[src/rtl/mem_stage_if.sv]
// Pipeline handshake bundle around the MEM stage: EXE->MEM entry transfer
// and MEM->WB result transfer. The stage itself uses the slave modport.
interface mem_stage_if;
    logic        es_to_ms_valid;
    logic [81:0] es_to_ms_bus;
    logic        ms_allowin;
    logic        ms_to_ws_valid;
    logic [69:0] ms_to_ws_bus;
    logic        ws_allowin;

    modport master (
        output es_to_ms_valid, es_to_ms_bus, ws_allowin,
        input  ms_allowin, ms_to_ws_valid, ms_to_ws_bus
    );

    modport slave (
        input  es_to_ms_valid, es_to_ms_bus, ws_allowin,
        output ms_allowin, ms_to_ws_valid, ms_to_ws_bus
    );
endinterface

[src/rtl/mem_stage.sv]
// MEM pipeline stage: waits for the data-SRAM response, extracts load data.
// Define MS_FWD_EN to drive the forwarding bus; otherwise it is tied to 0.
module mem_stage (
    input  logic          clk,
    input  logic          reset,
    mem_stage_if.slave    pipe,
    input  logic          data_sram_data_ok,
    input  logic [31:0]   data_sram_rdata,
    output logic [38:0]   ms_fwd_bus
);

    typedef enum logic [1:0] {
        S_EMPTY = 2'd0,
        S_WAIT  = 2'd1,
        S_DONE  = 2'd2
    } state_t;

    state_t      state, state_nxt;
    logic [81:0] ms_bus;
    logic [31:0] hold_buf;

    // Latched entry fields
    logic [1:0]  addr;
    logic        mem_we, ld_w, ld_b, ld_bu, ld_h, ld_hu, res_from_mem, gr_we;
    logic [4:0]  dest;
    logic [31:0] alu_result, pc;

    assign addr         = ms_bus[81:80];
    assign mem_we       = ms_bus[79];
    assign ld_w         = ms_bus[78];
    assign ld_b         = ms_bus[77];
    assign ld_bu        = ms_bus[76];
    assign ld_h         = ms_bus[75];
    assign ld_hu        = ms_bus[74];
    assign res_from_mem = ms_bus[70];
    assign gr_we        = ms_bus[69];
    assign dest         = ms_bus[68:64];
    assign alu_result   = ms_bus[63:32];
    assign pc           = ms_bus[31:0];

    // Store-width flags only matter to the request side in EXE.
    logic unused_st_flags;
    assign unused_st_flags = ^ms_bus[73:71];

    logic ms_valid, wait_ok, ms_ready_go, accept, mem_entry_in;

    assign ms_valid     = (state != S_EMPTY);
    // data_ok outside WAIT is a protocol error and is simply ignored.
    assign wait_ok      = (state == S_WAIT) && data_sram_data_ok;
    assign ms_ready_go  = (state == S_DONE) || wait_ok;
    assign pipe.ms_allowin     = (state == S_EMPTY) || (ms_ready_go && pipe.ws_allowin);
    assign pipe.ms_to_ws_valid = ms_valid && ms_ready_go;
    assign accept       = pipe.es_to_ms_valid && pipe.ms_allowin;
    assign mem_entry_in = pipe.es_to_ms_bus[79] || pipe.es_to_ms_bus[70];

    // NOTE: every variable gets a default at the top of an always_comb so no
    // path leaves it unassigned, which would otherwise infer a latch.
    always_comb begin
        state_nxt = state;
        if (pipe.ms_allowin) begin
            if (pipe.es_to_ms_valid) state_nxt = mem_entry_in ? S_WAIT : S_DONE;
            else                     state_nxt = S_EMPTY;
        end else if (wait_ok) begin
            state_nxt = S_DONE;
        end
    end

    // NOTE: sequential state uses non-blocking assignments so every register
    // samples pre-edge values regardless of statement order.
    always_ff @(posedge clk) begin
        if (reset) begin
            state    <= S_EMPTY;
            ms_bus   <= '0;
            hold_buf <= '0;
        end else begin
            state <= state_nxt;
            if (accept)  ms_bus   <= pipe.es_to_ms_bus;
            if (wait_ok) hold_buf <= data_sram_rdata;
        end
    end

    // Zero-latency bypass: the response is usable in the cycle it arrives.
    logic [31:0] ld_src, ld_res, final_result;
    logic [7:0]  ld_byte;
    logic [15:0] ld_half;

    assign ld_src  = wait_ok ? data_sram_rdata : hold_buf;
    assign ld_half = addr[1] ? ld_src[31:16] : ld_src[15:0];

    always_comb begin
        ld_byte = ld_src[7:0];
        case (addr)
            2'd0: ld_byte = ld_src[7:0];
            2'd1: ld_byte = ld_src[15:8];
            2'd2: ld_byte = ld_src[23:16];
            2'd3: ld_byte = ld_src[31:24];
            default: ld_byte = ld_src[7:0];
        endcase
    end

    always_comb begin
        ld_res = ld_src;
        if      (ld_w)  ld_res = ld_src;
        else if (ld_b)  ld_res = {{24{ld_byte[7]}}, ld_byte};
        else if (ld_bu) ld_res = {24'd0, ld_byte};
        else if (ld_h)  ld_res = {{16{ld_half[15]}}, ld_half};
        else if (ld_hu) ld_res = {16'd0, ld_half};
    end

    assign final_result      = res_from_mem ? ld_res : alu_result;
    assign pipe.ms_to_ws_bus = {gr_we, dest, final_result, pc};

`ifdef MS_FWD_EN
    logic fwd_valid, data_pending;
    logic unused_mem_we;
    assign unused_mem_we = mem_we;
    assign fwd_valid    = ms_valid && gr_we;
    assign data_pending = (state == S_WAIT) && res_from_mem && !data_sram_data_ok;
    assign ms_fwd_bus   = {fwd_valid, data_pending, dest, final_result};
`else
    // Without forwarding the decode stage stalls on any MEM hazard.
    logic unused_fwd;
    assign unused_fwd = mem_we;
    assign ms_fwd_bus = '0;
`endif

endmodule

[src/flat_wrapper.sv]
// flat-port wrapper written by rule: the top's interface ports become plain ports
module mem_stage_flat 
  (clk, reset, data_sram_data_ok, data_sram_rdata, ms_fwd_bus, pipe_es_to_ms_valid, pipe_es_to_ms_bus, pipe_ws_allowin, pipe_ms_allowin, pipe_ms_to_ws_valid, pipe_ms_to_ws_bus);
  mem_stage_if pipe_i ();
  input  logic clk;
  input  logic reset;
  input  logic data_sram_data_ok;
  input  logic [31:0] data_sram_rdata;
  output logic [38:0] ms_fwd_bus;
  input wire logic [$bits(pipe_i.es_to_ms_valid)-1:0] pipe_es_to_ms_valid;
  input wire logic [$bits(pipe_i.es_to_ms_bus)-1:0] pipe_es_to_ms_bus;
  input wire logic [$bits(pipe_i.ws_allowin)-1:0] pipe_ws_allowin;
  output wire logic [$bits(pipe_i.ms_allowin)-1:0] pipe_ms_allowin;
  output wire logic [$bits(pipe_i.ms_to_ws_valid)-1:0] pipe_ms_to_ws_valid;
  output wire logic [$bits(pipe_i.ms_to_ws_bus)-1:0] pipe_ms_to_ws_bus;
  assign pipe_i.es_to_ms_valid = pipe_es_to_ms_valid;
  assign pipe_i.es_to_ms_bus = pipe_es_to_ms_bus;
  assign pipe_i.ws_allowin = pipe_ws_allowin;
  assign pipe_ms_allowin = pipe_i.ms_allowin;
  assign pipe_ms_to_ws_valid = pipe_i.ms_to_ws_valid;
  assign pipe_ms_to_ws_bus = pipe_i.ms_to_ws_bus;
  mem_stage u_core (.clk(clk), .reset(reset), .pipe(pipe_i), .data_sram_data_ok(data_sram_data_ok), .data_sram_rdata(data_sram_rdata), .ms_fwd_bus(ms_fwd_bus));
endmodule
[config.mk]
export PLATFORM = sky130hd
export DESIGN_NAME = mem_stage_flat
export DESIGN_NICKNAME = d
export VERILOG_FILES = /design/src/rtl/mem_stage_if.sv /design/src/rtl/mem_stage.sv /design/src/flat_wrapper.sv
export SDC_FILE = /design/constraint.sdc
export NUM_CORES = 1
export LEC_CHECK = 0
export ABC_AREA = 1
export CAP_MARGIN = 20
export CORE_ASPECT_RATIO = 1.1
export CORE_MARGIN = 2
export CORE_UTILIZATION = 51
export CTS_CLUSTER_SIZE = 24
export DETAILED_ROUTE_END_ITERATION = 16
export PLACE_DENSITY = 0.88
export SLEW_MARGIN = 0
export SYNTH_ARGS = -nofsm -noshare
export SYNTH_HDL_FRONTEND = slang
export SYNTH_SLANG_ARGS = --single-unit
[constraint.sdc]
create_clock -name clk -period 3.7 [get_ports clk]
set_input_delay 0.925 -clock clk [delete_from_list [all_inputs] [get_ports clk]]
set_output_delay 0.925 -clock clk [all_outputs]
set_load 0.005 [all_outputs]
==> out/metrics.yaml <==
setup_ws_ns: -0.0588
syn_area_per_cell_um2: 6.45
ys_seq_elements: 112
die_w_um: 115
dieArea_mm2: 0.0146
cap_viol_max_count: 0
drt_iter0_drc: 530
die_h_um: 127
cts.sinks: 112
holdWs_ns: 0.460
dpl.hpwl_mm: 13.4
place_ws_ns: -0.389
setup_viol: 1
critical_path_peak_fanout: 7
routed-via-count: 7235
min_period_ns: 3.76
grt_pass1_wl_mm: 31.9
wl_mm: 20.5
drc: 0
ant_nets: 0
worstPathRequired_ns: 2.77
root_buffer: "clkbuf_16"
worst_slew_pin_slew_ns: 0.801
grt_usage_pct: 27.3
path_clk_slew_ns: 0.07
p_per_area_mw_per_mm2: 365
antenna_found_initial: 0
n_fill_cell: 1101
core-area_mm2: 0.0133
cts.path.max_buffers: 2
critPathMaxStageDelay_ns: 0.55
cts_buffers: 9
wire_per_inst_um: 14.4
rsz0062_at_grt: "true"
drive_gt1_share_pct: 15.2
post_synth_num_cell_types: 33
min_period_over_period_pct: 102
cts_tree: "yes"
h-tree-depth: 3
startpoint_type: "input port"
finalHoldViolCount: 0
drtPass1Iterations: 5
max_clock_freq_mhz: 266
p_leak_nw: 4.49
grt_max_degree: 77
clock_skew_ns: 0.00381
worstRegToRegCells: 11
seq_area_frac_synth_pct: 32.2
netlist_instances: 1080
viasPerCell: 5.08
initial_utilization_pct: 52.5
ir_drop_uv: 301
grt-ovfl-total: 0
syn_to_final_growth_pct: 32.2
grt_pass1_vias: 6796
syn-cell-area_mm2: 0.00697
antenna_cells: 0
finalNetCount: 1356
hold_class: "reg2reg"
rows: 44
path_cells: "clkdlybuf4s15_2 > nand3_2 > buf_4 > o21ai_4 > nand2_1 > a21oi_1 > nand2_1 > a21oi_1 > clkdlybuf4s50_1"
path_class: "in2out"
slew_headroom_pct: 46.6
whs_path_depth: 2
cpMaxStageDelayCell: "clkdlybuf4s50_1"
final_max_slew_viol_count: 0
place_congestion: 0.943
critPathCaptureType: "output port"
failed_checks: "setup timing"
io_buffers: 187
insertion_delay_ns: 0.35
crit_arrival_ns: 2.83
status: "finished, violations left"
yosys_warnings: 0
io-pin-count: 230
## area by class of cell
cell class	instances	area [um2]	share of cell area [%]
clock inverters	5	43.8	0.475
well taps	184	230	2.50
clock buffers	9	225	2.44
flip-flops and latches	112	2240	24.4
inverters	107	402	4.36
repair buffers	241	2400	26.1
multi-input cells	766	3670	39.8
## flip-flops by register name, indices dropped and copies added, names as in the netlist
| name | count |
|---|---|
| u_core.ms_bus | 78 |
| u_core.hold_buf | 32 |
| u_core.state | 2 |
## per-layer routing
| layer | global-route usage (%) | vias to the layer above | wire length, um |
|---|---|---|---|
| met5 | 0 | - | 0 |
| li1 | - | 3538 | - |
| met4 | 10.3 | 0 | 766 |
| met2 | 47.0 | 391 | 10000 |
| met1 | 32.8 | 3237 | 7830 |
| met3 | 6.16 | 69 | 1940 |
## cell families after synthesis
group,count (synthesis),synth area share [%]
compound gates,147,12.1
flops,112,32.2
simple gates,576,35.8
buf+inv,244,19.9
other cells,1,0.0538
## worst paths after layout
kind                                         from  slack [ns]                    end
worst max-delay path            data_sram_data_ok       -0.06  pipe_ms_to_ws_bus[39]
worst max register to register    u_core.state[1]        1.55      u_core.ms_bus[75]
worst min register to register   u_core.ms_bus[9]        0.46       u_core.ms_bus[9]
worst min-delay path             u_core.ms_bus[9]        0.46       u_core.ms_bus[9]
## synth_stat cells (all sizes together)
| cell type | count | area, um2 |
|---|---|---|
| nand2 | 447 | 1810 |
| buf | 115 | 906 |
| dfxtp | 112 | 2240 |
| inv | 106 | 398 |
| a21oi | 92 | 509 |
| nand3 | 76 | 445 |
| nor2 | 48 | 203 |
| o21ai | 46 | 264 |
| clkbuf | 22 | 82.6 |
| a211oi | 7 | 52.6 |
| nand4 | 2 | 18.8 |
| nor3 | 2 | 15.0 |
| o21bai | 2 | 15.0 |
| clkinv | 1 | 3.75 |
| conb | 1 | 3.75 |
| or2 | 1 | 6.26 |
## through the flow
stage	setup TNS [ns]	std cells	total power [mW]	area (um2)	util [%]
6_report	-0.0588	1424	3.36	9210	69.4
5_1_grt	-0.0872	1424	3.53	9210	69.4
4_1_cts	0	1422	3.32	9100	68.6
3_5_place_dp	-10.50	1387	2.37	8530	64.3
3_3_place_gp	-9.58	1387	2.35	8530	64.3
2_1_floorplan	0	1118	2.02	7110	-
## report_power, final
part	internal, mW	total [mW]	switching (mW)
clock network	0.459	0.939	0.480
registers	1.29	1.34	0.0530
logic	0.493	1.08	0.588
## placed cells by master, fill, tap and decap left out, drive strengths merged
cell / n
nand2: 450
clkdlybuf4s50: 154
dfxtp: 112
inv: 108
a21oi: 92
nand3: 77
buf: 54
nor2: 48
o21ai: 46
conb: 39
dlygate4sd2: 25
clkbuf: 9
a211oi: 7
dlymetal6s2s: 5
o21bai: 2
clkinvlp: 2
nand4: 2
clkinv: 2
nor3: 2
clkdlybuf4s15: 2
or2: 1
bufbuf: 1
## worst max-delay path: cells and delay by family
family	cells	cell delay [ns]
and+or+nand+nor	3	0.41
buffers and inverters	3	1.00
AOI/OAI and AO/OA	3	0.50
## what timing repair did
action | 4_1_cts | 5_1_grt
cloned | 6 | 0
buffers inserted | 15 | 2
setup endpoints to repair | 32 | 21
gates resized for setup | 54 | 21
hold buffers | 0 | 0
pin swaps | 9 | 4
Note: power is estimated with default switching activity, not from simulation.
